$ cat config.mk
export PLATFORM = sky130hd
export DESIGN_NAME = seq_divider
export DESIGN_NICKNAME = d
export VERILOG_FILES = /design/src/rtl/seq_div_pkg.sv /design/src/rtl/seq_divider_full_subtractor.sv /design/src/rtl/seq_divider.sv
export SDC_FILE = /design/constraint.sdc
export NUM_CORES = 1
export LEC_CHECK = 0
export BUFFER_PORTS_ARGS = -buffer_cell sky130_fd_sc_hd__buf_2
export CAP_MARGIN = 30
export CORE_ASPECT_RATIO = 0.8
export CORE_MARGIN = 5
export CORE_UTILIZATION = 50
export CTS_BUF_LIST = sky130_fd_sc_hd__clkbuf_8
export DETAILED_ROUTE_END_ITERATION = 16
export PLACE_DENSITY = 0.75
export SYNTH_ARGS = -nofsm -noshare
export SYNTH_HDL_FRONTEND = slang
export SYNTH_SLANG_ARGS = --single-unit
$ cat constraint.sdc
create_clock -name clk -period 4.5 [get_ports clk]
set_input_delay 0.9 -clock clk [delete_from_list [all_inputs] [get_ports clk]]
set_output_delay 0.9 -clock clk [all_outputs]
set_load 0.02 [all_outputs]
$ cat src/rtl/seq_div_pkg.sv
// ---------------------------------------------------------------------------
// seq_div_pkg
// Shared definitions for the iterative restoring divider (seq_divider).
//   state_t    : FSM encoding {IDLE, CALC, DONE}
//   STATE_W    : width of the state encoding
//   cnt_width(): iteration counter width for a given operand width
//                ($clog2(WIDTH), never less than one bit)
// ---------------------------------------------------------------------------
package seq_div_pkg;

  localparam int STATE_W = 2;

  typedef enum logic [STATE_W-1:0] {
    IDLE = 2'd0,
    CALC = 2'd1,
    DONE = 2'd2
  } state_t;

  function automatic int cnt_width(input int width);
    return (width < 2) ? 1 : $clog2(width);
  endfunction

endpackage : seq_div_pkg

$ cat src/rtl/seq_divider_full_subtractor.sv
// ---------------------------------------------------------------------------
// full_subtractor
// One-bit full subtractor cell; a chain of these forms the trial-subtraction
// ripple of seq_divider.
// Ports:
//   a     in  minuend bit
//   b     in  subtrahend bit
//   b_in  in  borrow from the next less significant cell
//   diff  out a - b - b_in (mod 2)
//   b_out out borrow into the next more significant cell
// ---------------------------------------------------------------------------
module full_subtractor (
  input  logic a,
  input  logic b,
  input  logic b_in,
  output logic diff,
  output logic b_out
);

  assign diff  = a ^ b ^ b_in;
  assign b_out = (~a & b) | (~a & b_in) | (b & b_in);

endmodule : full_subtractor

$ cat src/rtl/seq_divider.sv
// ---------------------------------------------------------------------------
// seq_divider
// Iterative restoring divider, one quotient bit per clock. Operands are taken
// over a valid/ready handshake, the result is offered over a valid/ready
// handshake and held until consumed.
//
// Configuration macro: SEQ_DIVIDER_SIGNED_EN
//   defined   : two's-complement operands, truncating (toward zero) division;
//               magnitudes are divided and signs fixed on entry to DONE.
//   undefined : unsigned division only.
//
// Parameters:
//   WIDTH        operand / quotient / remainder width (>= 2)
// Ports:
//   clk          rising-edge clock
//   rst_n        asynchronous active-low reset
//   in_valid     dividend/divisor valid
//   in_ready     operands accepted (high only in IDLE)
//   dividend     numerator
//   divisor      denominator
//   out_valid    result valid, held until out_ready
//   out_ready    consumer accepts the result (ignored outside DONE)
//   quotient     result quotient (all ones on divide by zero)
//   remainder    result remainder (dividend on divide by zero)
//   div_by_zero  divisor was zero for this result
// ---------------------------------------------------------------------------
module seq_divider
  import seq_div_pkg::*;
#(
  parameter int WIDTH = 8
) (
  input  logic             clk,
  input  logic             rst_n,
  input  logic             in_valid,
  output logic             in_ready,
  input  logic [WIDTH-1:0] dividend,
  input  logic [WIDTH-1:0] divisor,
  output logic             out_valid,
  input  logic             out_ready,
  output logic [WIDTH-1:0] quotient,
  output logic [WIDTH-1:0] remainder,
  output logic             div_by_zero
);

  localparam int CNT_W = cnt_width(WIDTH);
  localparam logic [CNT_W-1:0] CNT_LAST  = CNT_W'(WIDTH - 1);
  localparam logic [CNT_W-1:0] CNT_ONE   = CNT_W'(1);

  state_t           state_q;
  logic [CNT_W-1:0] cnt_q;
  logic [WIDTH-1:0] rem_q;   // running partial remainder
  logic [WIDTH-1:0] quo_q;   // dividend bits shift out of the MSB, quotient bits shift in at the LSB
  logic [WIDTH-1:0] div_q;   // captured divisor (magnitude in signed builds)

  // Operand magnitudes presented to the datapath at accept time.
  logic [WIDTH-1:0] dvd_mag;
  logic [WIDTH-1:0] dvs_mag;

  // -------------------------------------------------------------------------
  // Trial subtraction: {rem, next dividend bit} - {0, divisor}, WIDTH+1 bits.
  // -------------------------------------------------------------------------
  logic [WIDTH:0]   partial;
  logic [WIDTH:0]   subtrahend;
  logic [WIDTH:0]   trial;
  logic [WIDTH+1:0] borrow;

  assign partial    = {rem_q, quo_q[WIDTH-1]};
  assign subtrahend = {1'b0, div_q};
  assign borrow[0]  = 1'b0;

  for (genvar i = 0; i <= WIDTH; i++) begin : g_sub
    full_subtractor u_fs (
      .a     (partial[i]),
      .b     (subtrahend[i]),
      .b_in  (borrow[i]),
      .diff  (trial[i]),
      .b_out (borrow[i+1])
    );
  end

  logic             borrow_out;
  logic [WIDTH-1:0] rem_next;
  logic [WIDTH-1:0] quo_next;
  // When there is no borrow the trial fits in WIDTH bits, so its MSB is
  // always zero and carries no information.
  logic             unused_trial_msb;

  assign borrow_out       = borrow[WIDTH+1];
  assign unused_trial_msb = trial[WIDTH];
  assign rem_next         = borrow_out ? partial[WIDTH-1:0] : trial[WIDTH-1:0];
  assign quo_next         = {quo_q[WIDTH-2:0], ~borrow_out};

  // Final (sign-corrected) values loaded into the outputs on entry to DONE.
  logic [WIDTH-1:0] quo_fix;
  logic [WIDTH-1:0] rem_fix;

`ifdef SEQ_DIVIDER_SIGNED_EN
  localparam logic [WIDTH-1:0] ONE = WIDTH'(1);

  logic neg_q_q;   // quotient negative: operand signs differ
  logic neg_r_q;   // remainder takes the dividend sign
  logic dvd_neg;
  logic dvs_neg;

  assign dvd_neg = dividend[WIDTH-1];
  assign dvs_neg = divisor[WIDTH-1];
  // The most-negative value maps onto itself, which reads correctly as an
  // unsigned magnitude, so no extra bit is needed.
  assign dvd_mag = dvd_neg ? (~dividend + ONE) : dividend;
  assign dvs_mag = dvs_neg ? (~divisor + ONE) : divisor;
  assign quo_fix = neg_q_q ? (~quo_next + ONE) : quo_next;
  assign rem_fix = neg_r_q ? (~rem_next + ONE) : rem_next;
`else
  assign dvd_mag = dividend;
  assign dvs_mag = divisor;
  assign quo_fix = quo_next;
  assign rem_fix = rem_next;
`endif

  // -------------------------------------------------------------------------
  // FSM, iteration counter, shift registers and registered outputs.
  // -------------------------------------------------------------------------
  // NOTE: sequential state uses non-blocking assignments only, so every
  // register samples the pre-edge values regardless of statement order.
  always_ff @(posedge clk or negedge rst_n) begin
    if (!rst_n) begin
      state_q     <= IDLE;
      in_ready    <= 1'b1;
      out_valid   <= 1'b0;
      quotient    <= '0;
      remainder   <= '0;
      div_by_zero <= 1'b0;
      cnt_q       <= '0;
      // NOTE: the working registers are reset too; they are few flops, not a
      // memory, and a defined value keeps a mid-operation reset clean.
      rem_q       <= '0;
      quo_q       <= '0;
      div_q       <= '0;
`ifdef SEQ_DIVIDER_SIGNED_EN
      neg_q_q     <= 1'b0;
      neg_r_q     <= 1'b0;
`endif
    end else begin
      case (state_q)
        IDLE: begin
          if (in_valid && in_ready) begin
            in_ready <= 1'b0;
            if (divisor == '0) begin
              state_q     <= DONE;
              out_valid   <= 1'b1;
              quotient    <= '1;
              remainder   <= dividend;
              div_by_zero <= 1'b1;
            end else begin
              state_q <= CALC;
              cnt_q   <= CNT_LAST;
              rem_q   <= '0;
              quo_q   <= dvd_mag;
              div_q   <= dvs_mag;
`ifdef SEQ_DIVIDER_SIGNED_EN
              neg_q_q <= dvd_neg ^ dvs_neg;
              neg_r_q <= dvd_neg;
`endif
            end
          end
        end

        CALC: begin
          rem_q <= rem_next;
          quo_q <= quo_next;
          if (cnt_q == '0) begin
            state_q     <= DONE;
            out_valid   <= 1'b1;
            quotient    <= quo_fix;
            remainder   <= rem_fix;
            div_by_zero <= 1'b0;
          end else begin
            cnt_q <= cnt_q - CNT_ONE;
          end
        end

        DONE: begin
          if (out_ready) begin
            state_q   <= IDLE;
            out_valid <= 1'b0;
            in_ready  <= 1'b1;
          end
        end

        default: begin
          state_q   <= IDLE;
          out_valid <= 1'b0;
          in_ready  <= 1'b1;
        end
      endcase
    end
  end

endmodule : seq_divider

==> summary.txt <==
STA
  • Clock skew: 11.2 ps
  • Final worst path period need: 4360 ps
  • Relative max-transition margin: 58.8%
  • Slew @ Worst Pin: 617 ps
  • Final period util: 97.0%
  • Slew Viols, Final: 0
  • Fmax: 229 MHz
  • Hold Vio Cnt, Final: 0
  • Unrepaired setup endpoints after global routing: false
  • Final Setup Violations: 0

Synthesis
  • Cell area after synthesis: 2360 µm²
  • Most frequent cells after synthesis: dfrtp_1, a21oi_1, inv_1
  • Cell count after synthesis: 197
  • #FFs+latches synth: 48
  • Synth area leader: dfrtp_1
  • Synthesized Nets: 227
  • Top post-synthesis cells by area: dfrtp_1, fa_1, mux2_2
  • Count leader, synth: dfrtp_1
  • Synth top area share: 49.8%
  • Avg Inst Size Synth: 12.0 µm²
  • Number of synthesized flops with an enable pin: 0
  • Post-synth cell types: 36
  • Top FF cell, synth: dfrtp_1
  • Sequential area share after synthesis: 51.0%
  • Synth warn: 0
  • Post-synthesis async set-or-reset flop share: 100%

Setup path
  • Req. time, crit path: 4700 ps
  • FF-to-FF setup slack: 140 ps
  • Worst R2R Start: div_q[0]$_DFFE_PN0P_
  • Crit-path cells: ha_1 -> fa_2 -> fa_2 -> fa_2 -> fa_2 -> fa_2 -> fa_2 -> fa_2 -> and2b_2 -> mux2_2 -> o21ai_0 -> mux2_1
  • Max stage delay on crit path: 410 ps
  • WP data arrival: 4560 ps
  • Critical Path Start Type: register
  • Crit path top cell by count: fa_2
  • Reg2Reg Capture Point: remainder[1]$_DFFE_PN0P_
  • CP Capture Type: register
  • Crit path buf inv count: 0
  • Critical path fanouts, max: 4
  • Reg2Reg Depth: 12
  • Worst path depth: 12
  • Slowest-stage cell, CP: fa_2
  • Worst path top cell family by delay: adder cells
  • Setup CP Type: reg2reg

Hold path
  • Hold EP: cnt_q[0]$_DFFE_PN0P_
  • Worst hold path class: reg2reg
  • Hold Path Depth: 1
  • Worst Hold Launch: cnt_q[0]$_DFFE_PN0P_

Placed design
  • Placed cell areas: 2680 µm²
  • Routability Congestion: 0.806
  • Post-DP HPWL: 3620 µm
  • IO Port Bufs: 38

Routing
  • Via count: 1637
  • Initial DRC count: 98
  • Post-Route WL: 4890 µm
  • Via/cell ratio: 5.33
  • WL per Instance: 15.9 µm
  • Drt drc: 0
  • Drt pass-1 iters: 4
  • Antenna viol nets, final: 0

Floorplan
  • Die area: 6200 µm²
  • Core area: 4570 µm²
  • Top Ports: 39
  • Die Ht: 71.4 µm
  • Initial Util: 51.6%
  • Die X: 86.8 µm
  • Row Count: 22

Clock tree
  • Root Buffer: clkbuf_8
  • Clock slew at reported path FFs: 90 ps
  • Clock Sinks: 48
  • Max Root-Sink Buffers: 2
  • CTS Buf Count: 5
  • Skew-Pair Late Insertion Delay: 310 ps
  • H-Tree Level Count: 2
  • Hold buffer count at CTS: 0
  • CTS tree: done

Finish
  • Total Nets Final: 276
  • Filler instances: 396
  • Util after Layout: 60.9%
  • Synthesis-to-finish area growth: 18.0%
  • Share of cells above drive strength 1: 34.8%
  • Antenna cells: 0
  • Final Instance Area: 2780 µm²

Global route
  • Vias in the first global route: 1676
  • First-pass GRT wire length: 8330 µm
  • Overflow after GRT: 0
  • Overall Global Routing Usage: 17.4%
  • Largest net degree at the start of global routing: 38
  • Initial antenna violation count: 0

Job
  • Max Cap Viol: 0

Pwr
  • Leakage: 1.36 nW
  • Maximum VDD drop: 0.178 mV
  • PwrDens: 258 nW/µm²

Outcome
  • Run status: completed
==> routing by layer <==
layer  routed length (µm)  track usage, %  up-vias
met2                 2200            25.9       35
met5                    0               0        -
li1                     -               -      796
met1                 2370            24.9      799
met3                  278            5.40        7
met4                   45            3.81        0
==> how the worst max path moves through the flow <==
stage                                     to                 start  slack [ps]
CTS                 remainder[1]$_DFFE_PN0P_  div_q[0]$_DFFE_PN0P_         0.3
finish              remainder[1]$_DFFE_PN0P_  div_q[0]$_DFFE_PN0P_         140
detailed placement      rem_q[4]$_DFFE_PN0P_  div_q[0]$_DFFE_PN0P_        -200
floorplan           remainder[1]$_DFFE_PN0P_  div_q[0]$_DFFE_PN0P_         0.9
global route        remainder[7]$_DFFE_PN0P_  quo_q[7]$_DFFE_PN0P_          20
global placement        rem_q[4]$_DFFE_PN0P_  div_q[0]$_DFFE_PN0P_         -80
==> area by class of cell <==
class | instances | area (µm²) | area share [%]
Clock buffer | 5 | 68.8 | 2.47
Tap cell | 60 | 75.1 | 2.70
Inverter | 15 | 56.3 | 2.02
Clock inverter | 3 | 16.3 | 0.584
Timing Repair Buffer | 49 | 285 | 10.2
Sequential cell | 48 | 1200 | 43.2
Multi-Input combinational cell | 127 | 1080 | 38.8
==> power breakdown <==
group | switching [mW] | internal [mW]
Clock | 0.148 | 0.107
Combinational | 0.0192 | 0.0118
Sequential | 0.000692 | 0.432
Total | 0.167 | 0.550
==> cell families (layout without fill, tap and decap cells) <==
kind of cell,after synthesis,after routing,share of synthesized area [%]
flops,48,48,51.0
compound gates,46,46,13.6
simple gates,43,43,10.9
mux,28,28,12.7
buf+inv,22,72,4.29
fa+ha+maj,10,10,7.53
==> cells in the final DEF, fill, tap and decap left out, types with 6 or more instances in the layout <==
cell type	count
mux2_2	12
a211oi_1	6
mux2i_1	12
a21oi_1	16
buf_4	10
buf_2	38
dfrtp_1	47
nor2_1	12
o22a_1	7
inv_1	16
nand2_1	8
fa_2	7
==> state kept, by name, indices dropped and copies added (netlist names) <==
name,cells
state_q,2
remainder,8
div_q,8
div_by_zero,1
cnt_q,3
quo_q,8
out_valid,1
in_ready,1
quotient,8
rem_q,8
==> stage by stage <==
stage | hold WS, ps | TNS (ps) | instances | worst slack (ps) | power (mW)
6_report | 482 | 0 | 307 | 137 | 0.718
5_1_grt | 513 | 0 | 307 | 15.3 | 0.745
4_1_cts | 485 | 0 | 306 | 0.261 | 0.721
3_5_place_dp | 472 | -1990 | 298 | -201 | 0.473
3_3_place_gp | 459 | -477 | 295 | -84.4 | 0.470
2_1_floorplan | 445 | 0 | 197 | 0.925 | 0.448
==> what timing repair did <==
action	in CTS	in global routing
setup endpoints to repair	18	13
buffers inserted	0	1
pin swaps	0	2
resized for setup	6	0
Note: power is estimated with default switching activity, not from simulation.
